==> src/rtl/dsp_mult_resp_pkg.sv <==
// dsp_mult_resp_pkg: widths, request/product types and operand extension helper
// (request carries acc_clr when DSP_MULT_RESP_ACC_EN is defined)
package dsp_mult_resp_pkg;
    localparam int A_W   = 20;
    localparam int B_W   = 18;
    localparam int Z_W   = A_W + B_W;
    localparam int CNT_W = 16;

    typedef logic [Z_W-1:0] dsp_prod_t;

    typedef struct packed {
        logic [A_W-1:0] a;
        logic [B_W-1:0] b;
        logic           unsigned_a;
        logic           unsigned_b;
`ifdef DSP_MULT_RESP_ACC_EN
        logic           acc_clr;
`endif
    } dsp_req_t;

    // Extend the low w bits of v to Z_W: zero-fill when uns, else replicate bit w-1
    function automatic dsp_prod_t sext_op(input logic [A_W-1:0] v, input int w, input logic uns);
        dsp_prod_t m;
        logic      s;
        m = (dsp_prod_t'(1) << w) - dsp_prod_t'(1);
        s = !uns && |(dsp_prod_t'(v) & (dsp_prod_t'(1) << (w - 1)));
        return s ? (dsp_prod_t'(v) | ~m) : (dsp_prod_t'(v) & m);
    endfunction
endpackage

==> src/rtl/dsp_mult_resp_stage.sv <==
// dsp_mult_resp_stage: enable-gated valid + payload pipeline register
module dsp_mult_resp_stage #(
    parameter int W = 8
) (
    input  logic         clk,
    input  logic         reset,
    input  logic         i_en,
    input  logic         i_valid,
    input  logic [W-1:0] i_data,
    output logic         o_valid,
    output logic [W-1:0] o_data
);
    logic         r_valid;
    logic [W-1:0] r_data;

    // Capture valid and payload together whenever the stage is enabled
    always_ff @(posedge clk or negedge reset) begin
        if (!reset) begin
            r_valid <= 1'b0;
            r_data  <= '0;
        end else if (i_en) begin
            r_valid <= i_valid;
            r_data  <= i_data;
        end
    end

    assign o_valid = r_valid;
    assign o_data  = r_data;
endmodule

==> src/rtl/dsp_mult_resp.sv <==
// dsp_mult_resp: two-stage 20x18 multiply responder with valid/ready on both sides
// Optional accumulator mode selected by DSP_MULT_RESP_ACC_EN.
module dsp_mult_resp
    import dsp_mult_resp_pkg::*;
(
    input  logic             clk,
    input  logic             reset,
    input  logic             in_valid,
    output logic             in_ready,
    input  logic [A_W-1:0]   a,
    input  logic [B_W-1:0]   b,
    input  logic             unsigned_a,
    input  logic             unsigned_b,
`ifdef DSP_MULT_RESP_ACC_EN
    input  logic             acc_clr,
`endif
    output logic             out_valid,
    input  logic             out_ready,
    output logic [Z_W-1:0]   z,
    output logic [CNT_W-1:0] resp_count
);
    logic             w_adv;
    logic             w_s1_valid;
    dsp_req_t         w_req;
    dsp_req_t         w_s1_req;
    dsp_prod_t        w_prod;
    dsp_prod_t        w_s2_in;
    logic [CNT_W-1:0] r_cnt;

    // Whole pipeline advances when the output slot is free or being drained;
    // an empty S1 may still fill while S2 is stalled
    assign w_adv    = !out_valid || out_ready;
    assign in_ready = w_adv || !w_s1_valid;

    // Pack the request beat
    always_comb begin
        w_req            = '0;
        w_req.a          = a;
        w_req.b          = b;
        w_req.unsigned_a = unsigned_a;
        w_req.unsigned_b = unsigned_b;
`ifdef DSP_MULT_RESP_ACC_EN
        w_req.acc_clr    = acc_clr;
`endif
    end

    dsp_mult_resp_stage #(.W($bits(dsp_req_t))) u_s1 (
        .clk     (clk),
        .reset   (reset),
        .i_en    (in_ready),
        .i_valid (in_valid),
        .i_data  (w_req),
        .o_valid (w_s1_valid),
        .o_data  (w_s1_req)
    );

    assign w_prod = sext_op(w_s1_req.a, A_W, w_s1_req.unsigned_a)
                  * sext_op({{(A_W-B_W){1'b0}}, w_s1_req.b}, B_W, w_s1_req.unsigned_b);

`ifdef DSP_MULT_RESP_ACC_EN
    dsp_prod_t r_acc;

    assign w_s2_in = (w_s1_req.acc_clr ? '0 : r_acc) + w_prod;

    // Accumulate only when a real beat moves into S2
    always_ff @(posedge clk or negedge reset) begin
        if (!reset) r_acc <= '0;
        else if (w_adv && w_s1_valid) r_acc <= w_s2_in;
    end
`else
    assign w_s2_in = w_prod;
`endif

    dsp_mult_resp_stage #(.W(Z_W)) u_s2 (
        .clk     (clk),
        .reset   (reset),
        .i_en    (w_adv),
        .i_valid (w_s1_valid),
        .i_data  (w_s2_in),
        .o_valid (out_valid),
        .o_data  (z)
    );

    // Count completed responses, sticking at all-ones
    always_ff @(posedge clk or negedge reset) begin
        if (!reset) r_cnt <= '0;
        else if (out_valid && out_ready && r_cnt != '1) r_cnt <= r_cnt + 1'b1;
    end

    assign resp_count = r_cnt;
endmodule
==> config.mk <==
export PLATFORM = sky130hd
export DESIGN_NAME = dsp_mult_resp
export DESIGN_NICKNAME = d
export VERILOG_FILES = /design/src/rtl/dsp_mult_resp_pkg.sv /design/src/rtl/dsp_mult_resp_stage.sv /design/src/rtl/dsp_mult_resp.sv
export SDC_FILE = /design/constraint.sdc
export NUM_CORES = 1
export LEC_CHECK = 0
export CAP_MARGIN = 20
export CORE_MARGIN = 5
export CORE_UTILIZATION = 40
export CTS_CLUSTER_SIZE = 30
export DETAILED_ROUTE_END_ITERATION = 8
export GPL_ROUTABILITY_DRIVEN = 0
export PLACE_DENSITY = 0.68
export SYNTH_ARGS = -nofsm -noshare
export SYNTH_HDL_FRONTEND = slang
export SYNTH_SLANG_ARGS = --single-unit
==> constraint.sdc <==
create_clock -name clk -period 8.25 [get_ports clk]
set_input_delay 1.65 -clock clk [delete_from_list [all_inputs] [get_ports clk]]
set_output_delay 1.65 -clock clk [all_outputs]
set_load 0.05 [all_outputs]
**Word-level counts from Yosys, hierarchy flattened**

Cells that the tools add are included.

- Bits of input ports: 44
- Register bits: 96

- Reduce and logical (&&, ||, !) cells: 10
- Mux-type cells: 2
- Multiply operators: 1
- Eq/ne operators: 1
- $add $sub $neg: 1

Operators with widths:

| kind | number |
|---|---|
| $mux 38 | 2 |
| $mul 38x38->38 | 1 |
| $add 16x1->16 const B | 1 |
| $ne 16x16->1 const B | 1 |
| $logic_and 1x1->1 | 4 |
| $logic_not 1->1 | 4 |
| $logic_or 1x1->1 | 2 |

**Depth between registers and ports, before layout**

Gate-level depths: netlist of run 1.

- Word-level depth: 4
- Mapped depth: 30

**Cells and area by module**

A second synthesis of run 1 with hierarchy kept.

- Cell total of the unflattened synthesis: 2242
- Area total of the unflattened synthesis: 22253.8 µm²

Modules (own cells, without submodules):

| module | cells each | area an instance (µm²) | times used | sequential area each (µm²) |
|---|---|---|---|---|
| dsp_mult_resp | 2073 | 19030.8 | 1 | 400.4 |
| dsp_mult_resp_stage at u_s1 | 87 | 1729.2 | 1 | 1026.0 |
| dsp_mult_resp_stage at u_s2 | 82 | 1493.9 | 1 | 975.9 |

**Worst setup path after synthesis of run 1**

No wires, ideal clock.

- Path kind: reg2reg
- From: reg u_s1.r_data[39] (netlist: u_s1.o_data[39])
- To: reg u_s2.r_data[34] (netlist: u_s2.o_data[34])
- Path buffers: 2
- Slack: 0.907 ns
- Stages on the path, launching flop included: 25
- Arrival time: 7.248 ns
- Clock period less this slack: 7.343 ns
- Data required time: 8.155 ns
- Setup time: 0.095 ns
- Path through: dfrtp_1 clkbuf_1 nor2b_1 clkbuf_1 nand2_1 fa_1 inv_1 fa_1 fa_1 inv_1 fa_1 fa_1 inv_1 fa_1 fa_1 fa_1 ha_1 and2_1 a311o_1 a221o_1 a21oi_1 a21oi_1 o31ai_1 a21oi_1 o31ai_1

- Cells in the longest elaborated chain, start to end: 3

Ends and longest elaborated chain:

| element | line | RTL |
|---|---|---|
| from (decl) | dsp_mult_resp_stage.sv:14 | `logic [W-1:0] r_data;` |
| from (signal assigned) | dsp_mult_resp_stage.sv:23 | `r_data <= i_data;` |
| $logic_and 1x1->1 | dsp_mult_resp_pkg.sv:26 | `s = !uns && \|(dsp_prod_t'(v) & (dsp_prod_t'(1) << (w - 1)));` |
| $mux 38 * | dsp_mult_resp_pkg.sv:27 | `return s ? (dsp_prod_t'(v) \| ~m) : (dsp_prod_t'(v) & m);` |
| $mul 38x38->38 * | dsp_mult_resp.sv:58 | `* sext_op({{(A_W-B_W){1'b0}}, w_s1_req.b}, B_W, w_s1_req.unsigned_b);` |
| to (signal assigned) | dsp_mult_resp_stage.sv:23 |  |
| to (decl) | dsp_mult_resp_stage.sv:14 |  |

Every way passes the cells marked *; elsewhere a longest branch is shown, timed or not.
A chain may end at the register's enable or synchronous reset.

**Final worst setup path of run 1**

- From: reg u_s1.r_data[29] (netlist: u_s1.o_data[29])
- To: reg u_s2.r_data[34] (netlist: u_s2.o_data[34])

- Cells in the longest elaborated chain, start to end: 2

Ends and longest elaborated chain:

| element | line |
|---|---|
| $mux 38 | dsp_mult_resp_pkg.sv:27 |
| $mul 38x38->38 | dsp_mult_resp.sv:58 |

No other way between the ends.

==> metrics, run 1 <==
outcome complete, no violations; DP HPWL 46.81 mm; Synth area leaders fa_1, dfrtp_1, inv_1, ha_1, and2_1; cell count along the critical path 22; worst path arrival time 8.15 ns; critical-path maximum fanout 26; Root Driver clkbuf_16; Initial Util 0.4017; fin nets 3040; relative slew slack 0.2134; drt pass-1 iters 6; Reg2Reg Setup Slack 0.41 ns; cells along the critical path and2_1, fa_1, fa_1, inv_1, fa_1, fa_1, inv_1, ha_1, fa_1, inv_1, fa_1, inv_1, fa_1, ha_1, a21oi_1, o21ai_0, a221o_1, o21ai_0, a21oi_1, o31ai_1, a21oi_1, o31ai_1; synthesized area 22050 sq um; initial antenna violation count 1; sequential share of the synthesized area 0.1090; CTS hold repair buffers 0; clk buf depth 2; critical path endpoint category flip-flop; CTS resizes 0; final worst path period share 0.9508; gr ovfl total 0; Worst Setup EP u_s2.o_data[34]$_DFFE_PN0P_; synthesized instance count 2315; layout cell share with drive strength beyond 1 0.03915; syn avg cell area 9.523 sq um; top-count cell post-synth inv_1; number of enable flip-flop cells after synthesis 0; WP buf/inv 4; P&R area growth vs syn 8.882%; Post-synth top flop dfrtp_1; Max Slew Vio Count 0; Num CTS Buffers 9; largest net degree at the start of global routing 56; DR WL/cell 18.35 microns; ant diodes 0; cell taking the most area after synthesis fa_1; Die ar. 59910 sq um; vias in the first global route 16900; fmax 127.5 MHz; FP Rows 86; Synth top area share 0.4431; Reg-to-Reg End u_s2.o_data[34]$_DFFE_PN0P_; share of flip-flops with an asynchronous set or reset 1.000; CP dominant cell by count fa_1; clock skew 0.01793 ns; fin cells 3054; Worst-Margin Slew 1.180 ns; DRT Wirelength 56.03 mm; Final Util 0.4374; Core Footprint 54880 sq um; die span in y 244.8 microns; initial detailed-routing violation count 923; detailed-route DRC error count 0; Routed Antenna Nets 0; vias 15200; Setup WS pre-CTS 0.5477 ns; worst endpoint required time 8.56 ns; Post-synth top cells inv_1, fa_1, nand2_1; CTS sink cnt 96; Fillers 5231; setup bufs post-CTS 0; Reg clk slew, reported paths 0.08 ns; DR vias/cell 4.976; Ys Warns 0; I/O Pins 100; TritonCTS clock tree built; Final Hold Vio Count 0; H-tree depth 3; Post-Syn Nets 3010; r2r worst-path depth 22; area occupied by multi-input gates 16950 sq um; width of the die 244.8 microns; Worst R2R Start u_s1.o_data[29]$_DFFE_PN0P_; all-layer global routing usage 0.1932; CP delay by family, top adder cells; RSZ-0062 raised after global routing no; IO Port Bufs 99; global-route wire length before repair 91.96 mm; final worst slack 0.4060 ns; beginning of the critical path u_s1.o_data[29]$_DFFE_PN0P_; path type of the worst setup path reg2reg; #FFs+latches synth 96; Worst Hold Class reg2reg; dpl cells 3037; Netlist cell types 59; CP Launch Type flip-flop; crit-path max cell delay 1.12 ns; FF/Latch Area 2402 sq um; maxcap violations 0; Clock Latency Late Sink 0.40 ns; Setup TNS 0 ns; Tmin final 7.844 ns; final setup violation count 0; critical path's slowest cell dfrtp_1
## layout by cell type (no fill, tap or decap), types with 10 or more instances in the layout
master and n:
a21o_1 23, a21oi_1 40, and2_1 222, and3_1 13
buf_4 22, clkdlybuf4s50_1 98, dfrtp_1 96, fa_1 488
ha_1 163, inv_1 616, mux2_2 39, nand2_1 226
nand3_1 17, nor2_1 39, o21ai_0 38, o21bai_1 10
xnor2_1 59, xor2_1 24
## through the flow
step                instance area (sq um)  hold slack [ns]
floorplan                           22050           0.4346
global placement                    23690           0.4569
detailed placement                  23690           0.4597
CTS                                 23990           0.4856
global route                        24000           0.5108
finish                              24000           0.4808
## cells by family (layout without fill, tap and decap cells)
family,Yosys count,in the layout,synth area share
buffers and inverters,718,753,0.1228
flip-flops,96,96,0.1090
XOR/XNOR,85,85,0.03502
multiplexers,41,41,0.02083
AO/OA/AOI/OAI,157,157,0.04597
AND/OR/NAND/NOR,566,566,0.1304
adder cells (fa/ha/maj),652,652,0.5361
## worst min path at each step
stage	start	to	slack (ns)	cells past startpoint
final	u_s2.o_data[21]$_DFFE_PN0P_	u_s2.o_data[21]$_DFFE_PN0P_	0.48	2
after global placement	u_s2.o_data[4]$_DFFE_PN0P_	u_s2.o_data[4]$_DFFE_PN0P_	0.46	2
after detailed placement	u_s2.o_data[4]$_DFFE_PN0P_	u_s2.o_data[4]$_DFFE_PN0P_	0.46	2
after CTS	u_s2.o_data[2]$_DFFE_PN0P_	u_s2.o_data[2]$_DFFE_PN0P_	0.49	2
after global routing	u_s2.o_data[18]$_DFFE_PN0P_	u_s2.o_data[18]$_DFFE_PN0P_	0.51	2
after floorplan	u_s1.o_valid$_DFFE_PN0P_	u_s2.o_valid$_DFFE_PN0P_	0.43	1
## final cells by class
type	count	share of cell area
inverters	616	0.09633
clock buffers	9	0.009382
repair buffers	121	0.04837
multi-input cells	1501	0.7061
flip-flops and latches	96	0.1001
well taps	704	0.03670
clock inverters	7	0.003023
## state kept, by name, indices dropped and copies added, names as in the netlist
name,cells
u_s1.o_data,40
u_s2.o_data,38
u_s2.o_valid,1
u_s1.o_valid,1
resp_count,16
## worst register-to-register path: stages, from the launching register on
cell	delay [ns]
dfrtp_1	1.12
and2_1	0.28
fa_1	0.45
fa_1	0.57
inv_1	0.06
fa_1	0.51
fa_1	0.56
inv_1	0.04
ha_1	0.18
fa_1	0.48
inv_1	0.05
fa_1	0.53
inv_1	0.05
fa_1	0.43
ha_1	0.37
a21oi_1	0.17
o21ai_0	0.09
a221o_1	0.40
o21ai_0	0.49
a21oi_1	0.23
o31ai_1	0.34
a21oi_1	0.14
o31ai_1	0.23
## metal layers
| layer | track usage | part of all wire | vias up |
|---|---|---|---|
| li1 | - | - | 6807 |
| met1 | 0.2728 | 0.45 | 7788 |
| met2 | 0.3115 | 0.46 | 558 |
| met3 | 0.03920 | 0.075 | 45 |
| met4 | 0.04191 | 0.016 | 0 |
| met5 | 0 | 0 | - |
Power of run 1 is not shown: default switching activity piles up to over one toggle a cycle in this logic, so the estimate is an artifact.
==> run 2: changes to the inputs <==
--- a/config.mk
+++ b/config.mk
@@ -7,11 +7,11 @@
 export LEC_CHECK = 0
 export CAP_MARGIN = 20
 export CORE_MARGIN = 5
-export CORE_UTILIZATION = 40
+export CORE_UTILIZATION = 50
 export CTS_CLUSTER_SIZE = 30
 export DETAILED_ROUTE_END_ITERATION = 8
 export GPL_ROUTABILITY_DRIVEN = 0
-export PLACE_DENSITY = 0.68
+export PLACE_DENSITY = 0.79
 export SYNTH_ARGS = -nofsm -noshare
 export SYNTH_HDL_FRONTEND = slang
 export SYNTH_SLANG_ARGS = --single-unit
==> constraint.sdc (replaced) <==
create_clock -name clk -period 9.05 [get_ports clk]
set_input_delay 1.81 -clock clk [delete_from_list [all_inputs] [get_ports clk]]
set_output_delay 1.81 -clock clk [all_outputs]
set_load 0.05 [all_outputs]
==> metrics, run 2 (same netlist as run 1, synthesis figures left out) <==
CTS hold repair buffers 0 (unchanged); Max Slew Vio Count 0 (unchanged); Worst Hold Class reg2reg (unchanged); CTS sink cnt 96 (unchanged); most common cell after layout, fill and taps aside inv_1 (unchanged); width of the die 220.0 microns (was 244.8 microns); Reg clk slew, reported paths 0.10 ns (was 0.08 ns); cell area after placement 23480 sq um (was 23690 sq um); initial detailed-routing violation count 1126 (was 923); RSZ-0062 raised after global routing no (unchanged); Routed Antenna Nets 0 (unchanged); Setup WS pre-CTS 1.263 ns (was 0.5477 ns); final worst path period share 0.8602 (was 0.9508); gr ovfl total 0 (unchanged); largest net degree at the start of global routing 59 (was 56); vias 15150 (was 15200); DR WL/cell 18.34 microns (was 18.35 microns); P&R area growth vs syn 8.019% (was 8.882%); clock skew 0.03518 ns (was 0.01793 ns); IO Port Bufs 99 (unchanged); Setup TNS 0 ns (unchanged); critical-path maximum fanout 14 (was 26); relative slew slack 0.2132 (was 0.2134); fmax 128.5 MHz (was 127.5 MHz); Tmin final 7.785 ns (was 7.844 ns); vias in the first global route 16850 (was 16900); setup bufs post-CTS 0 (unchanged); die span in y 220.0 microns (was 244.8 microns); layout cell share with drive strength beyond 1 0.03463 (was 0.03915); Final Util 0.5421 (was 0.4374); Num CTS Buffers 9 (unchanged); worst endpoint required time 9.33 ns (was 8.56 ns); Die ar. 48390 sq um (was 59910 sq um); final setup violation count 0 (unchanged); r2r worst-path depth 23 (was 22); most frequent cells in the layout inv_1, fa_1, nand2_1 (unchanged); CTS resizes 0 (unchanged); FP Rows 77 (was 86); all-layer global routing usage 0.2329 (was 0.1932); I/O Pins 100 (unchanged); clk buf depth 2 (unchanged); DR vias/cell 5.167 (was 4.976); maxcap violations 0 (unchanged); Worst-Margin Slew 1.180 ns (about the same); hold path cells 2 (unchanged); ant diodes 0 (unchanged); outcome complete, no violations (unchanged); fin nets 3029 (was 3040); worst path arrival time 8.07 ns (was 8.15 ns); critical path endpoint category flip-flop (unchanged); fin area 23810 sq um (was 24000 sq um); global-route wire length before repair 88.71 mm (was 91.96 mm); Clock Latency Late Sink 0.40 ns (about the same); initial antenna violation count 2 (was 1); path type of the worst setup path reg2reg (unchanged); Core Footprint 43930 sq um (was 54880 sq um); DRT Wirelength 53.77 mm (was 56.03 mm); Final Hold Vio Count 0 (unchanged); drt pass-1 iters 5 (was 6); H-tree depth 3 (unchanged); TritonCTS clock tree built (unchanged); final worst slack 1.265 ns (was 0.4060 ns); hold_sp u_s2.o_data[1]$_DFFE_PN0P_ (was u_s2.o_data[21]$_DFFE_PN0P_); beginning of the critical path u_s1.o_data[0]$_DFFE_PN0P_ (was u_s1.o_data[29]$_DFFE_PN0P_); detailed-route DRC error count 0 (unchanged); Root Driver clkbuf_16 (unchanged); Worst R2R Start u_s1.o_data[0]$_DFFE_PN0P_ (was u_s1.o_data[29]$_DFFE_PN0P_); CP Launch Type flip-flop (unchanged); max FFs per register 40 (unchanged); Initial Util 0.5018 (was 0.4017); DP HPWL 45.26 mm (was 46.81 mm)
## run 2: final timing paths
check / to / slack, ns
setup / recovery: u_s2.o_data[34]$_DFFE_PN0P_ / 1.26
hold / removal: u_s2.o_data[1]$_DFFE_PN0P_ / 0.47
setup reg to reg: u_s2.o_data[34]$_DFFE_PN0P_ / 1.26
hold reg to reg: u_s2.o_data[1]$_DFFE_PN0P_ / 0.47
max in group asynchronous: resp_count[0]$_DFFE_PN0P_ / 6.44
min in group asynchronous: u_s1.o_data[22]$_DFFE_PN0P_ / 1.42
## run 2: layer usage
metal	routed length, microns	track usage
met5	13	0
met4	1422	0.06553
met3	5300	0.06210
met2	24740	0.3714
met1	22290	0.3171
## run 2: cell type report
type	count	area, sq um
fill	3787	20120
multi-input combinational	1501	16950
sequential	96	2402
inverter	616	2312
timing repair buffer	110	1071
tap	592	740.7
clock buffer	9	225.2
clock inverter	7	112.6
## run 2: metrics by stage
step,std cells,hold WS [ns]
floorplan,2315,0.4346
global placement,2915,0.4551
detailed placement,2915,0.4557
CTS,2931,0.4729
global route,2931,0.4985
finish,2931,0.4650
## run 2: worst max-delay path, stage by stage, from the launching register on
cell and delay [ns]:
dfrtp_1 0.65, inv_1 0.29, nand2_1 0.48, nor2_1 0.12
ha_1 0.20, or2_2 0.30, fa_1 0.41, fa_1 0.50
inv_1 0.06, fa_1 0.41, fa_1 0.43, inv_1 0.07
fa_1 0.44, fa_1 0.57, fa_1 0.41, ha_1 0.38
and2_1 0.19, a311o_1 0.32, a221o_1 0.34, a21oi_1 0.25
a21oi_1 0.18, o31ai_1 0.32, a21oi_1 0.11, o31ai_1 0.22
Power of run 2 is left out for the same reason.
==> run 3: changes to the inputs <==
==> constraint.sdc (replaced) <==
create_clock -name clk -period 9.05 [get_ports clk]
set_input_delay 1.81 -clock clk [delete_from_list [all_inputs] [get_ports clk]]
set_output_delay 1.81 -clock clk [all_outputs]
set_load 0.02 [all_outputs]
==> results of run 3 <==
The final DEF is identical to that of run 2; final timing and power are the same.
Power of run 3 is left out for the same reason.
